--- src/rtl/cpu_io_timer_pkg.sv ---
// ----------------------------------------------------------------------------
// cpu_io_timer_pkg
//   Shared definitions for the memory-mapped I/O port / interval timer block.
//   Register offsets within the 4-byte window and TCTL/PORT bit positions.
//   Also used by the block RAM decode to suppress memory writes on a hit.
// ----------------------------------------------------------------------------
package cpu_io_timer_pkg;

  // Register offsets, selected by address_next[1:0]
  typedef enum logic [1:0] {
    IO_PORT = 2'd0,
    IO_TCTL = 2'd1,
    IO_TLO  = 2'd2,
    IO_THI  = 2'd3
  } io_off_e;

  // TCTL bit indices
  localparam int TCTL_EN      = 0;
  localparam int TCTL_IE      = 1;
  localparam int TCTL_NMISEL  = 2;
  localparam int TCTL_ONESHOT = 3;
  localparam int TCTL_EXP     = 7;

  // PORT bit indices
  localparam int PORT_SOFT_IRQ = 0;
  localparam int PORT_SOFT_NMI = 1;

  // Window hit: the low two address bits select the register, the rest must
  // match the base address.
  function automatic logic io_hit(input logic [15:0] addr, input logic [15:0] base);
    return addr[15:2] == base[15:2];
  endfunction

endpackage

--- src/rtl/cpu_io_timer_io_interval_timer.sv ---
// ----------------------------------------------------------------------------
// io_interval_timer
//   Prescaler, 16-bit down counter, expired flag and reload/one-shot logic.
// Ports
//   clk         in   system clock
//   reset_n     in   asynchronous active-low reset
//   i_en        in   timer enable (TCTL.EN)
//   i_oneshot   in   one-shot mode (TCTL.ONESHOT)
//   i_reload    in   16-bit reload value {THI, TLO}
//   i_load      in   THI write strobe: load counter, clear EXP
//   i_load_val  in   value loaded into the counter on i_load
//   i_exp_clr   in   TCTL write with EXP bit set
//   o_exp       out  expired flag
//   o_stop      out  one-shot expiry this cycle: top clears EN
// ----------------------------------------------------------------------------
module io_interval_timer #(
  parameter int PRESCALE = 1
) (
  input  logic        clk,
  input  logic        reset_n,
  input  logic        i_en,
  input  logic        i_oneshot,
  input  logic [15:0] i_reload,
  input  logic        i_load,
  input  logic [15:0] i_load_val,
  input  logic        i_exp_clr,
  output logic        o_exp,
  output logic        o_stop
);

  localparam int PW = (PRESCALE > 1) ? $clog2(PRESCALE) : 1;
  localparam logic [PW-1:0] PRE_LAST = PW'(PRESCALE - 1);

  logic [PW-1:0] r_pre;
  logic [15:0]   r_cnt;
  logic          r_exp;
  logic          w_tick;
  logic          w_expire;

  assign w_tick   = i_en && (r_pre == PRE_LAST);
  assign w_expire = w_tick && (r_cnt == 16'd0);
  assign o_stop   = w_expire && i_oneshot;
  assign o_exp    = r_exp;

  // Prescaler is parked at 0 while disabled so that enabling always gives a
  // full prescale period before the first tick.
  always_ff @(posedge clk or negedge reset_n) begin
    if (!reset_n) begin
      r_pre <= '0;
    end else if (!i_en || (r_pre == PRE_LAST)) begin
      r_pre <= '0;
    end else begin
      r_pre <= r_pre + PW'(1);
    end
  end

  // A THI write has priority over a tick landing in the same cycle.
  always_ff @(posedge clk or negedge reset_n) begin
    if (!reset_n) begin
      r_cnt <= 16'd0;
    end else if (i_load) begin
      r_cnt <= i_load_val;
    end else if (w_tick) begin
      if (r_cnt != 16'd0) begin
        r_cnt <= r_cnt - 16'd1;
      end else if (!i_oneshot) begin
        r_cnt <= i_reload;
      end
    end
  end

  // Expiry beats a software clear in the same cycle; a THI write beats both.
  always_ff @(posedge clk or negedge reset_n) begin
    if (!reset_n) begin
      r_exp <= 1'b0;
    end else if (i_load) begin
      r_exp <= 1'b0;
    end else if (w_expire) begin
      r_exp <= 1'b1;
    end else if (i_exp_clr) begin
      r_exp <= 1'b0;
    end
  end

endmodule

--- src/rtl/cpu_io_timer.sv ---
// ----------------------------------------------------------------------------
// cpu_io_timer
//   Memory-mapped I/O port plus 16-bit interval timer on the CPU data bus.
//   Decodes the CPU's next-cycle address/write like the block RAM does and
//   returns read data one cycle later; drives the CPU irq/nmi inputs.
// Ports
//   clk           in   system clock
//   reset_n       in   asynchronous active-low reset
//   ready         in   bus ready; no write or read-data update when low
//   address_next  in   CPU next-cycle address
//   write_next    in   CPU next-cycle write strobe
//   data_in       in   CPU write data
//   rd_data       out  registered read data (cycle after the address)
//   cs            out  registered: rd_data belongs to this block
//   irq           out  registered level interrupt request
//   nmi           out  registered level NMI request
// ----------------------------------------------------------------------------
module cpu_io_timer
  import cpu_io_timer_pkg::*;
#(
  parameter logic [15:0] BASE     = 16'hBFFC,
  parameter int          PRESCALE = 1
) (
  input  logic        clk,
  input  logic        reset_n,
  input  logic        ready,
  input  logic [15:0] address_next,
  input  logic        write_next,
  input  logic [7:0]  data_in,
  output logic [7:0]  rd_data,
  output logic        cs,
  output logic        irq,
  output logic        nmi
);

  logic [7:0] r_port;
  logic       r_en;
  logic       r_ie;
  logic       r_nmisel;
  logic       r_oneshot;
  logic [7:0] r_tlo;
  logic [7:0] r_thi;
  logic [7:0] r_rd_data;
  logic       r_cs;
  logic       r_irq;
  logic       r_nmi;

  logic       w_hit;
  io_off_e    w_off;
  logic       w_wr;
  logic       w_wr_port;
  logic       w_wr_tctl;
  logic       w_wr_tlo;
  logic       w_wr_thi;
  logic       w_exp;
  logic       w_stop;
  logic [7:0] w_tctl;
  logic [7:0] w_rd_mux;

  assign w_hit     = io_hit(address_next, BASE);
  assign w_off     = io_off_e'(address_next[1:0]);
  assign w_wr      = w_hit && write_next && ready;
  assign w_wr_port = w_wr && (w_off == IO_PORT);
  assign w_wr_tctl = w_wr && (w_off == IO_TCTL);
  assign w_wr_tlo  = w_wr && (w_off == IO_TLO);
  assign w_wr_thi  = w_wr && (w_off == IO_THI);

  // Bits [6:4] are unimplemented and read as zero.
  assign w_tctl = {w_exp, 3'b000, r_oneshot, r_nmisel, r_ie, r_en};

  always_comb begin
    w_rd_mux = r_port;
    case (w_off)
      IO_PORT: w_rd_mux = r_port;
      IO_TCTL: w_rd_mux = w_tctl;
      IO_TLO:  w_rd_mux = r_tlo;
      default: w_rd_mux = r_thi;
    endcase
  end

  io_interval_timer #(
    .PRESCALE (PRESCALE)
  ) u_timer (
    .clk        (clk),
    .reset_n    (reset_n),
    .i_en       (r_en),
    .i_oneshot  (r_oneshot),
    .i_reload   ({r_thi, r_tlo}),
    .i_load     (w_wr_thi),
    .i_load_val ({data_in, r_tlo}),
    .i_exp_clr  (w_wr_tctl && data_in[TCTL_EXP]),
    .o_exp      (w_exp),
    .o_stop     (w_stop)
  );

  // Control registers
  always_ff @(posedge clk or negedge reset_n) begin
    if (!reset_n) begin
      r_port    <= 8'h00;
      r_en      <= 1'b0;
      r_ie      <= 1'b0;
      r_nmisel  <= 1'b0;
      r_oneshot <= 1'b0;
      r_tlo     <= 8'h00;
      r_thi     <= 8'h00;
    end else begin
      if (w_wr_port) r_port <= data_in;
      if (w_wr_tlo)  r_tlo  <= data_in;
      if (w_wr_thi)  r_thi  <= data_in;
      if (w_wr_tctl) begin
        r_ie      <= data_in[TCTL_IE];
        r_nmisel  <= data_in[TCTL_NMISEL];
        r_oneshot <= data_in[TCTL_ONESHOT];
      end
      // Software write of EN wins over the one-shot auto-clear.
      if (w_wr_tctl) begin
        r_en <= data_in[TCTL_EN];
      end else if (w_stop) begin
        r_en <= 1'b0;
      end
    end
  end

  // Read path: rd_data follows the decoded register whenever the bus is ready,
  // regardless of hit; cs tells the board mux whether to use it.
  always_ff @(posedge clk or negedge reset_n) begin
    if (!reset_n) begin
      r_rd_data <= 8'h00;
      r_cs      <= 1'b0;
    end else if (ready) begin
      r_rd_data <= w_rd_mux;
      r_cs      <= w_hit && !write_next;
    end
  end

  always_ff @(posedge clk or negedge reset_n) begin
    if (!reset_n) begin
      r_irq <= 1'b0;
      r_nmi <= 1'b0;
    end else begin
      r_irq <= r_port[PORT_SOFT_IRQ] | (w_exp & r_ie & ~r_nmisel);
      r_nmi <= r_port[PORT_SOFT_NMI] | (w_exp & r_ie &  r_nmisel);
    end
  end

  assign rd_data = r_rd_data;
  assign cs      = r_cs;
  assign irq     = r_irq;
  assign nmi     = r_nmi;

endmodule
--- config.mk ---
export PLATFORM = sky130hd
export DESIGN_NAME = cpu_io_timer
export DESIGN_NICKNAME = d
export VERILOG_FILES = /design/src/rtl/cpu_io_timer_pkg.sv /design/src/rtl/cpu_io_timer_io_interval_timer.sv /design/src/rtl/cpu_io_timer.sv
export SDC_FILE = /design/constraint.sdc
export NUM_CORES = 1
export LEC_CHECK = 0
export CORE_AREA = 3 3 75 94
export DETAILED_ROUTE_END_ITERATION = 8
export DIE_AREA = 0 0 78 97
export GPL_ROUTABILITY_DRIVEN = 1
export PLACE_DENSITY_LB_ADDON = 0.08
export SLEW_MARGIN = 25
export SYNTH_ARGS = -nofsm -noshare
export SYNTH_HDL_FRONTEND = slang
export SYNTH_HIERARCHICAL = 1
export SYNTH_SLANG_ARGS = --single-unit
export TNS_END_PERCENT = 30
--- constraint.sdc ---
create_clock -name clk -period 2.2 [get_ports clk]
set_clock_uncertainty 0.2 [all_clocks]
set_input_delay 0.66 -clock clk [delete_from_list [all_inputs] [get_ports clk]]
set_output_delay 0.66 -clock clk [all_outputs]
set_load 0.005 [all_outputs]
==> impl_metrics.tcl, run 1 <==
set metrics [dict create \
    outcome "finished clean" \
    n_antenna_cell 0 \
    antenna_left 0 \
    fin_crit_sh 0.983 \
    syn_area_um2 3080 \
    fin_area_um2 4230 \
    synth_common_cells "dfrtp_1 (57), mux2_2 (36), nor2_1 (17)" \
    multi_input_area_um2 1680 \
    ys_ff_latch 57 \
    grt_max_degree 58 \
    n_fill_cell 506 \
    crit_slowest_cell "dfrtp_1" \
    synth_top_area_share 0.463 \
    worst_ep_required_time_ns 2.24 \
    die_h_um 97 \
    core_area_um2 6250 \
    synthTopCellsByArea "dfrtp_1 (46%), mux2_2 (13%), mux4_2 (3.7%)" \
    row_count 32 \
    ys_types 53 \
    r2r_slack_ns 0.04 \
    p_total_mw 2.16 \
    clkTransAtPathRegs_ns 0.07 \
    hold_viol_final 0 \
    async_flop_share 1.00 \
    clock_tree.buffer_depth 2 \
    cp_top_family "compound AO/OA/AOI/OAI gates" \
    drc_errors 0 \
    ios 39 \
    setup_viol 0 \
    syn_avg_cell_area_um2 11.3 \
    port_buffers 38 \
    regArea_um2 1430 \
    cts_buffers 9 \
    cts_tree "built" \
    fin_nets 399 \
    worstPathCellList "nor4_4, buf_4, nand4_1, a21oi_4, a21oi_1, a2bb2oi_1" \
    drive_gt1_frac 0.410 \
    relSlewSlack 0.610 \
    dp.cells 428 \
    endpoint_kind "register" \
    synthCells 272 \
    slew_viol_final 0 \
    synth_top_area_cell "dfrtp_1" \
    synth_most_common_cell "dfrtp_1" \
    power_leakage_nw 2.01 \
    hold_buffers 0 \
    tightest_slew_ns 0.584 \
    synth_warnings 6 \
    hold_path.class "in -> async" \
    syn-num-nets 302 \
    syn_to_final_growth_pct 37.3 \
    grt_first_pass_wirelength_um 13500 \
    critical_path_class "reg -> reg" \
    grt_pass1_vias 2677 \
    timing.rr.start "u_timer/r_cnt[10]" \
    ys.flop_type "dfrtp_1" \
    dpl_cell_area_um2 3870 \
    final_cells 458 \
    cts_sinks 57 \
    crit_arrival_ns 2.20 \
    reg2regPathDepth 6 \
    htreeDepth 3 \
    place.gp.congestion 0.872 \
    crit_buf_inv 1 \
    slowest_delay_ns 0.41 \
    cp_max_fo 9 \
    antenna_found_initial 0 \
    powerDensity_nw_per_um2 511 \
    fp.dieW_um 78 \
    wl_per_cell_um 18.1 \
    clk_latency_ns 0.34 \
    post-dp-hpwl_um 5880 \
    die-area_um2 7570 \
    vdd_drop_max_mv 0.345 \
    yosysSeqAreaShare 0.463 \
    root_buffer "clkbuf_8" \
    finalWirelength_um 8280 \
    dr.first_iter.drc_count 133 \
    synth_edf_count 0 \
    grt.overflow.total 0 \
    start_util 0.493 \
    viasPerCell 5.70 \
    cap_violations 0 \
    post-route-min-period_ns 2.16 \
    grtUsageTotal 0.229 \
    critPathLaunchType "register" \
    timing.fmax_mhz 462 \
    r2r-end "u_timer/r_cnt[6]" \
    vias 2612 \
    dr.pass1.iters 4 \
    postLayoutCoreUtil 0.677 \
]
what timing repair did:
item,in CTS,in global routing
pin swaps,9,13
setup endpoints to repair,41,17
gates resized for setup,26,43
setup buffers,5,10
cells by family (layout without fill, tap and decap cells):
logic type	count (synthesis)	count (layout)	synth area share
xor+xnor	9	9	0.0256
other cells	1	1	0.00122
mux	43	43	0.175
simple gates	84	84	0.171
flops	57	57	0.463
fa+ha+maj	2	2	0.00812
buf+inv	18	119	0.0244
compound gates	58	58	0.132
layout make-up:
| cell class | instances | share of cell area |
|---|---|---|
| multi-input combinational | 197 | 0.397 |
| sequential | 57 | 0.337 |
| timing repair buffer | 97 | 0.188 |
| clock buffer | 10 | 0.0325 |
| tap | 85 | 0.0251 |
| clock inverter | 5 | 0.0133 |
| inverter | 7 | 0.00710 |
cells in the final DEF (no fill, tap or decap), types with 3 or more instances in the layout:
master           instances
nand2b_1                 3
clkdlybuf4s50_1         19
a31oi_1                  3
inv_1                    4
xnor2_1                  3
buf_4                   52
a21oi_1                  9
nand4_1                  9
nor2_1                  15
nor3_1                   6
dfrtp_1                 56
buf_6                    5
clkbuf_2                11
nand3_1                  6
mux2_2                  36
a221o_1                  5
mux4_2                   5
o22ai_1                  3
o21ai_0                  4
a22oi_1                  5
xor2_1                   6
nor4_4                   4
dlygate4sd2_1            6
clkbuf_8                10
nor2b_1                  8
nand4_2                  3
nand2_1                 15
o21ai_1                  7
stage by stage:
step	hold WS, ns	worst slack, ns	setup TNS (ns)
floorplan	0.164	-0.0508	-0.0660
global placement	0.286	-0.646	-25.99
detailed placement	0.273	-0.681	-26.65
CTS	0.116	0.00864	0
global route	0.136	-0.0659	-0.383
finish	0.101	0.0373	0
report_power, final:
part / total, mW / internal (mW) / switching (mW)
Clock: 0.970 / 0.545 / 0.425
Sequential: 1.06 / 1.05 / 0.00350
Combinational: 0.135 / 0.0663 / 0.0682
Total: 2.16 / 1.67 / 0.497
state kept, by name (all words and copies together), names as in the netlist, 8 cells and up:
register       cells
r_tlo              8
r_thi              8
u_timer/r_cnt     16
r_port             8
rd_data            8
worst register-to-register path, cell delays in order, from the launching register on:
cell and delay (ns):
dfrtp_1 0.41, nor4_4 0.41, buf_4 0.18, nand4_1 0.21, a21oi_4 0.38, a21oi_1 0.08
a2bb2oi_1 0.18
how the worst max path moves through the flow:
stage	startpoint	slack, ns	end	cells past startpoint
5_1_grt	u_timer/r_cnt[10]	-0.07	u_timer/r_cnt[10]	7
3_3_place_gp	ready	-0.65	u_timer/r_cnt[15]	8
6_report	u_timer/r_cnt[10]	0.04	u_timer/r_cnt[6]	6
4_1_cts	u_timer/r_cnt[3]	0.009	u_timer/r_cnt[1]	7
3_5_place_dp	address_next[4]	-0.68	u_timer/r_cnt[15]	8
2_1_floorplan	ready	-0.05	u_timer/r_cnt[8]	8
metal layers:
layer / up-vias / wire length (um) / share of wire / global-route usage
met1: 1290 / 3520 / 0.43 / 0.285
met5: - / 0 / 0 / 0
met4: 0 / 247 / 0.030 / 0.102
met2: 77 / 4110 / 0.50 / 0.381
li1: 1224 / - / - / -
met3: 21 / 392 / 0.047 / 0.0475
(Power assumes the default switching activity.)
==> run 2: changes to the inputs <==
Settings changed: PLACE_DENSITY set to 0.84, PLACE_DENSITY_LB_ADDON 0.08 to unset, SLEW_MARGIN 25 to unset.
==> impl_metrics.tcl, run 2 (synthesized netlist as in run 1, its figures left out) <==
set metrics [dict create \
    reg2regPathDepth 7 \
    largest_reg_flops 16 \
    clk_latency_ns 0.34 \
    post-dp-hpwl_um 6150 \
    die-area_um2 7570 \
    fp.dieW_um 78 \
    p_switching_uw 522 \
    cp_top_family "simple AND/OR/NAND/NOR gates" \
    wl_met1_um 3980 \
    grt_setup_unrepaired "yes" \
    hold_buffers 0 \
    n_fill_cell 390 \
    power_leakage_nw 2.04 \
    drc_errors 0 \
    outcome "finished, violations left" \
    timing.fmax_mhz 427 \
    die_h_um 97 \
    power_frac_comb 0.064 \
    place.gp.congestion 0.977 \
    grt_max_degree 58 \
    intPower_mw 1.82 \
    slew_viol_final 0 \
    dr.pass1.iters 6 \
    root_buffer "clkbuf_8" \
    slowest_delay_ns 0.45 \
    worstPathCellList "nor4_4, buf_4, nand4_1, buf_6, o21ai_1, a21oi_1, a221o_1" \
    cts_sinks 57 \
    tightest_slew_ns 0.748 \
    relSlewSlack 0.500 \
    crit_arrival_ns 2.36 \
    start_util 0.493 \
    final_cell_mix "dfrtp_1 (55), buf_4 (44), mux2_2 (35)" \
    r2r-end "u_timer/r_cnt[11]" \
    ios 39 \
    dp.cells 422 \
    endpoint_kind "register" \
    finalWirelength_um 11200 \
    drive_gt1_frac 0.403 \
    setup_viol 36 \
    grtUsageTotal 0.253 \
    switching_share 0.223 \
    clkPwrFrac 0.484 \
    postLayoutCoreUtil 0.698 \
    hold_path.class "in -> async" \
    crit_slowest_cell "dfrtp_2" \
    path_depth 7 \
    row_count 32 \
    cp_max_fo 20 \
    wl_per_cell_um 24.4 \
    wl_met3_um 882 \
    p_seq_frac 0.452 \
    critPathLaunch "u_timer/r_cnt[12]" \
    grt_pass1_vias 2905 \
    cts_buffers 9 \
    crit_buf_inv 2 \
    fin_nets 397 \
    clkTransAtPathRegs_ns 0.07 \
    viasPerCell 6.62 \
    htreeDepth 3 \
    worst_ep_required_time_ns 2.22 \
    critPathCapture "u_timer/r_cnt[11]" \
    powerDensity_nw_per_um2 538 \
    setup_tns_ns -1.98 \
    grt.overflow.total 0 \
    port_buffers 38 \
    post-route-min-period_ns 2.34 \
    violations "setup timing" \
    top_register "u_timer/r_cnt" \
    final_common_cell "dfrtp_1" \
    vias 3026 \
    dr.first_iter.drc_count 555 \
    hold_viol_final 0 \
    antenna_left 0 \
    cap_violations 0 \
    syn_to_final_growth_pct 41.4 \
    highest_layer "met4" \
    antenna_found_initial 0 \
    core_area_um2 6250 \
    p_total_mw 2.34 \
    critical_path_class "reg -> reg" \
    final_cells 457 \
    met2WireLength_um 5470 \
    grt_first_pass_wirelength_um 15000 \
    n_antenna_cell 0 \
    layout_setup_ws_ns -0.141 \
    clock_tree.buffer_depth 2 \
    r2r_slack_ns -0.14 \
    fin_crit_sh 1.06 \
    timing.rr.start "u_timer/r_cnt[12]" \
    critPathLaunchType "register" \
    cts_tree "built" \
    vdd_drop_max_mv 0.281 \
]
==> run 2: cell count changes in the layout (fill, tap and decap cells not counted), sizes merged <==
| cell | change |
|---|---|
| buf | +4 |
| dlygate4sd2 | -4 |
| clkinvlp | -1 |
| clkbuf | -9 |
| bufinv | +1 |
| clkinv | -1 |
| clkdlybuf4s50 | +2 |
| clkdlybuf4s15 | +5 |
| inv | +1 |
| a21oi | +1 |
==> run 2: final cells by class <==
type                    count  area [um^2]  area share
clock buffers              11          151      0.0348
clock inverters             5         77.6      0.0178
inverters                   7         26.3     0.00603
multi-input cells         198         1720       0.394
flip-flops and latches     57         1430       0.328
well taps                  85          106      0.0244
repair buffers             94          850       0.195
==> run 2: repair_timing <==
| item | CTS | global route |
|---|---|---|
| buffers inserted | 9 | 8 |
| endpoints found under the setup margin | 45 | 41 |
| endpoints found under the hold margin | 0 | 0 |
| gates cloned | 0 | 2 |
| pin swaps | 13 | 13 |
| gates resized for setup | 51 | 30 |
==> run 2: how the worst min path moves through the flow <==
stage	startpoint	endpoint	slack [ns]	cells past startpoint
CTS	reset_n	u_timer/r_cnt[1]	0.12	2
global route	reset_n	u_timer/r_cnt[15]	0.12	2
floorplan	reset_n	cs	0.16	0
finish	reset_n	u_timer/r_cnt[1]	0.1	2
detailed placement	r_port[1]	nmi	0.29	1
global placement	r_port[1]	nmi	0.28	1
==> run 2: power groups by stage <==
stage | Clock (mW) | Combinational [mW] | Sequential [mW]
2_1_floorplan | 0 | 0.0371 | 1.08
3_3_place_gp | 0 | 0.145 | 1.08
3_5_place_dp | 0 | 0.148 | 1.08
4_1_cts | 1.13 | 0.142 | 1.06
5_1_grt | 1.20 | 0.160 | 1.06
6_report | 1.13 | 0.150 | 1.06
==> run 2: layer usage <==
layer / track usage / vias up
li1: - / 1223
met1: 0.305 / 1487
met2: 0.429 / 224
met3: 0.0577 / 92
met4: 0.108 / 0
met5: 0 / -
==> run 2: worst register-to-register path, delay by kind of cell (launching register included) <==
family	cells	cell delay [ns]
DFF	1	0.45
AOI/OAI and AO/OA	3	0.57
and+or+nand+nor	2	0.56
buffers and inverters	2	0.44
==> run 2: metrics by stage <==
stage,cell area (um^2),worst slack (ns),hold WS (ns)
after floorplan,3130,-0.0508,0.164
after global placement,3830,-0.605,0.281
after detailed placement,3830,-0.716,0.291
after CTS,4180,0.00988,0.120
after global routing,4360,-0.153,0.124
final,4360,-0.141,0.0977
==> run 3: changes to the inputs <==
Settings changed: SETUP_SLACK_MARGIN set to 0.15.
==> impl_metrics.tcl, run 3 (synthesized netlist as in run 1, its figures left out) <==
set metrics [dict create \
    outcome "finished, violations left" \
    violations "setup timing" \
    worst_ep_required_time_ns 2.22 \
    grt.overflow.total 0 \
    viasPerCell 6.61 \
    final_common_cell "dfrtp_1" \
    cap_violations 0 \
    vdd_drop_max_mv 0.368 \
    crit_slowest_cell "dfrtp_2" \
    wl_per_cell_um 25.5 \
    core_area_um2 6250 \
    cts_sinks 57 \
    die_h_um 97 \
    fin_area_um2 4650 \
    largest_reg_flops 16 \
    dr.pass1.iters 5 \
    clock_tree.buffer_depth 2 \
    post-dp-hpwl_um 6380 \
    setup_viol 4 \
    power_leakage_nw 2.35 \
    grt_pass1_vias 2884 \
    final_cell_mix "dfrtp_1 (54), buf_4 (51), mux2_4 (21)" \
    dr.first_iter.drc_count 501 \
    port_buffers 38 \
    critPathLaunchType "register" \
    top_register "u_timer/r_cnt" \
    crit_buf_inv 2 \
    grt_max_degree 26 \
    antenna_left 0 \
    hold_path.class "in -> async" \
    vias 3079 \
    n_antenna_cell 0 \
    critPathLaunch "u_timer/r_cnt[11]" \
    fp.dieW_um 78 \
    clkTransAtPathRegs_ns 0.08 \
    endpoint_kind "register" \
    grt_first_pass_wirelength_um 15300 \
    slew_viol_final 0 \
    setup_tns_ns -0.112 \
    reg2regPathDepth 7 \
    root_buffer "clkbuf_8" \
    hold_ws_ns 0.0618 \
    layout_setup_ws_ns -0.0524 \
    cts_tree "built" \
    antenna_found_initial 0 \
    path_depth 7 \
    cp_max_fo 5 \
    timing.rr.start "u_timer/r_cnt[11]" \
    drive_gt1_frac 0.472 \
    worstPathCellList "nor4_4, buf_4, nand4_1, buf_4, o21ai_4, a211oi_1, a221o_1" \
    p_total_mw 2.40 \
    r2r_slack_ns -0.05 \
    syn_to_final_growth_pct 50.9 \
    r2r-end "u_timer/r_cnt[9]" \
    finalWirelength_um 11900 \
    cts_buffers 9 \
    fin_nets 406 \
    timing.fmax_mhz 444 \
    ios 39 \
    row_count 32 \
    dpl_cell_area_um2 3880 \
    slowest_delay_ns 0.46 \
    place.gp.congestion 0.967 \
    die-area_um2 7570 \
    start_util 0.493 \
    htreeDepth 3 \
    post-route-min-period_ns 2.25 \
    drc_errors 0 \
    crit_arrival_ns 2.27 \
    grtUsageTotal 0.265 \
    critical_path_class "reg -> reg" \
    path_common_cell "buf_4" \
    powerDensity_nw_per_um2 515 \
    cp_top_family "compound AO/OA/AOI/OAI gates" \
    fin_crit_sh 1.02 \
    grt_setup_unrepaired "yes" \
    hold_viol_final 0 \
    clk_latency_ns 0.34 \
]
run 3: changes by cell type in the layout (fill, tap and decap cells not counted), moves of 5 or more:
cell             before  now
mux2_4                1   21
buf_6                13   18
mux2_2               35   15
clkdlybuf4s15_1       6    0
dlymetal6s2s_1        0   11
clkdlybuf4s50_1      21    8
buf_4                44   51
run 3: cell type report:
cell class | count | area [um^2]
Fill cell | 364 | 1600
Tap cell | 85 | 106
Sequential cell | 57 | 1430
Timing Repair Buffer | 103 | 961
Clock inverter | 4 | 75.1
Clock buffer | 12 | 155
Multi-Input combinational cell | 198 | 1890
Inverter | 7 | 30.0
run 3: worst max path at each step:
stage	slack [ns]	endpoint
2_1_floorplan	-0.05	u_timer/r_cnt[8]
3_3_place_gp	-0.60	u_timer/r_cnt[8]
3_5_place_dp	-0.63	u_timer/r_cnt[8]
4_1_cts	0.08	u_timer/r_cnt[8]
5_1_grt	-0.13	u_timer/r_cnt[9]
6_report	-0.05	u_timer/r_cnt[9]
run 3: metal layers:
layer / vias up / share of wire / GRT usage
met4: 0 / 0.066 / 0.144
met3: 85 / 0.092 / 0.0587
li1: 1247 / - / -
met2: 248 / 0.50 / 0.449
met5: - / 0 / 0
met1: 1499 / 0.35 / 0.309
run 3: stage by stage:
stage / worst slack [ns] / instances / util
floorplan: -0.0508 / 272 / -
global placement: -0.605 / 429 / 0.622
detailed placement: -0.627 / 429 / 0.622
CTS: 0.0824 / 455 / 0.688
global route: -0.134 / 466 / 0.745
finish: -0.0524 / 466 / 0.745
run 3: report_power, final:
part / internal (mW) / switching [mW]
clock: 0.701 / 0.475
sequential: 1.05 / 0.00472
combinational: 0.0757 / 0.0855
run 3: what timing repair did:
action,in CTS,in global routing
pin swaps,19,22
gates resized for setup,96,66
gates cloned,0,1
buffers inserted,10,10
hold buffers,0,0
setup endpoints to repair,56,51
run 3: worst reg2reg max path: stages, from the launching register on:
cell and delay, ns:
dfrtp_2 0.46, nor4_4 0.27, buf_4 0.20, nand4_1 0.20, buf_4 0.22, o21ai_4 0.23, a211oi_1 0.08, a221o_1 0.28
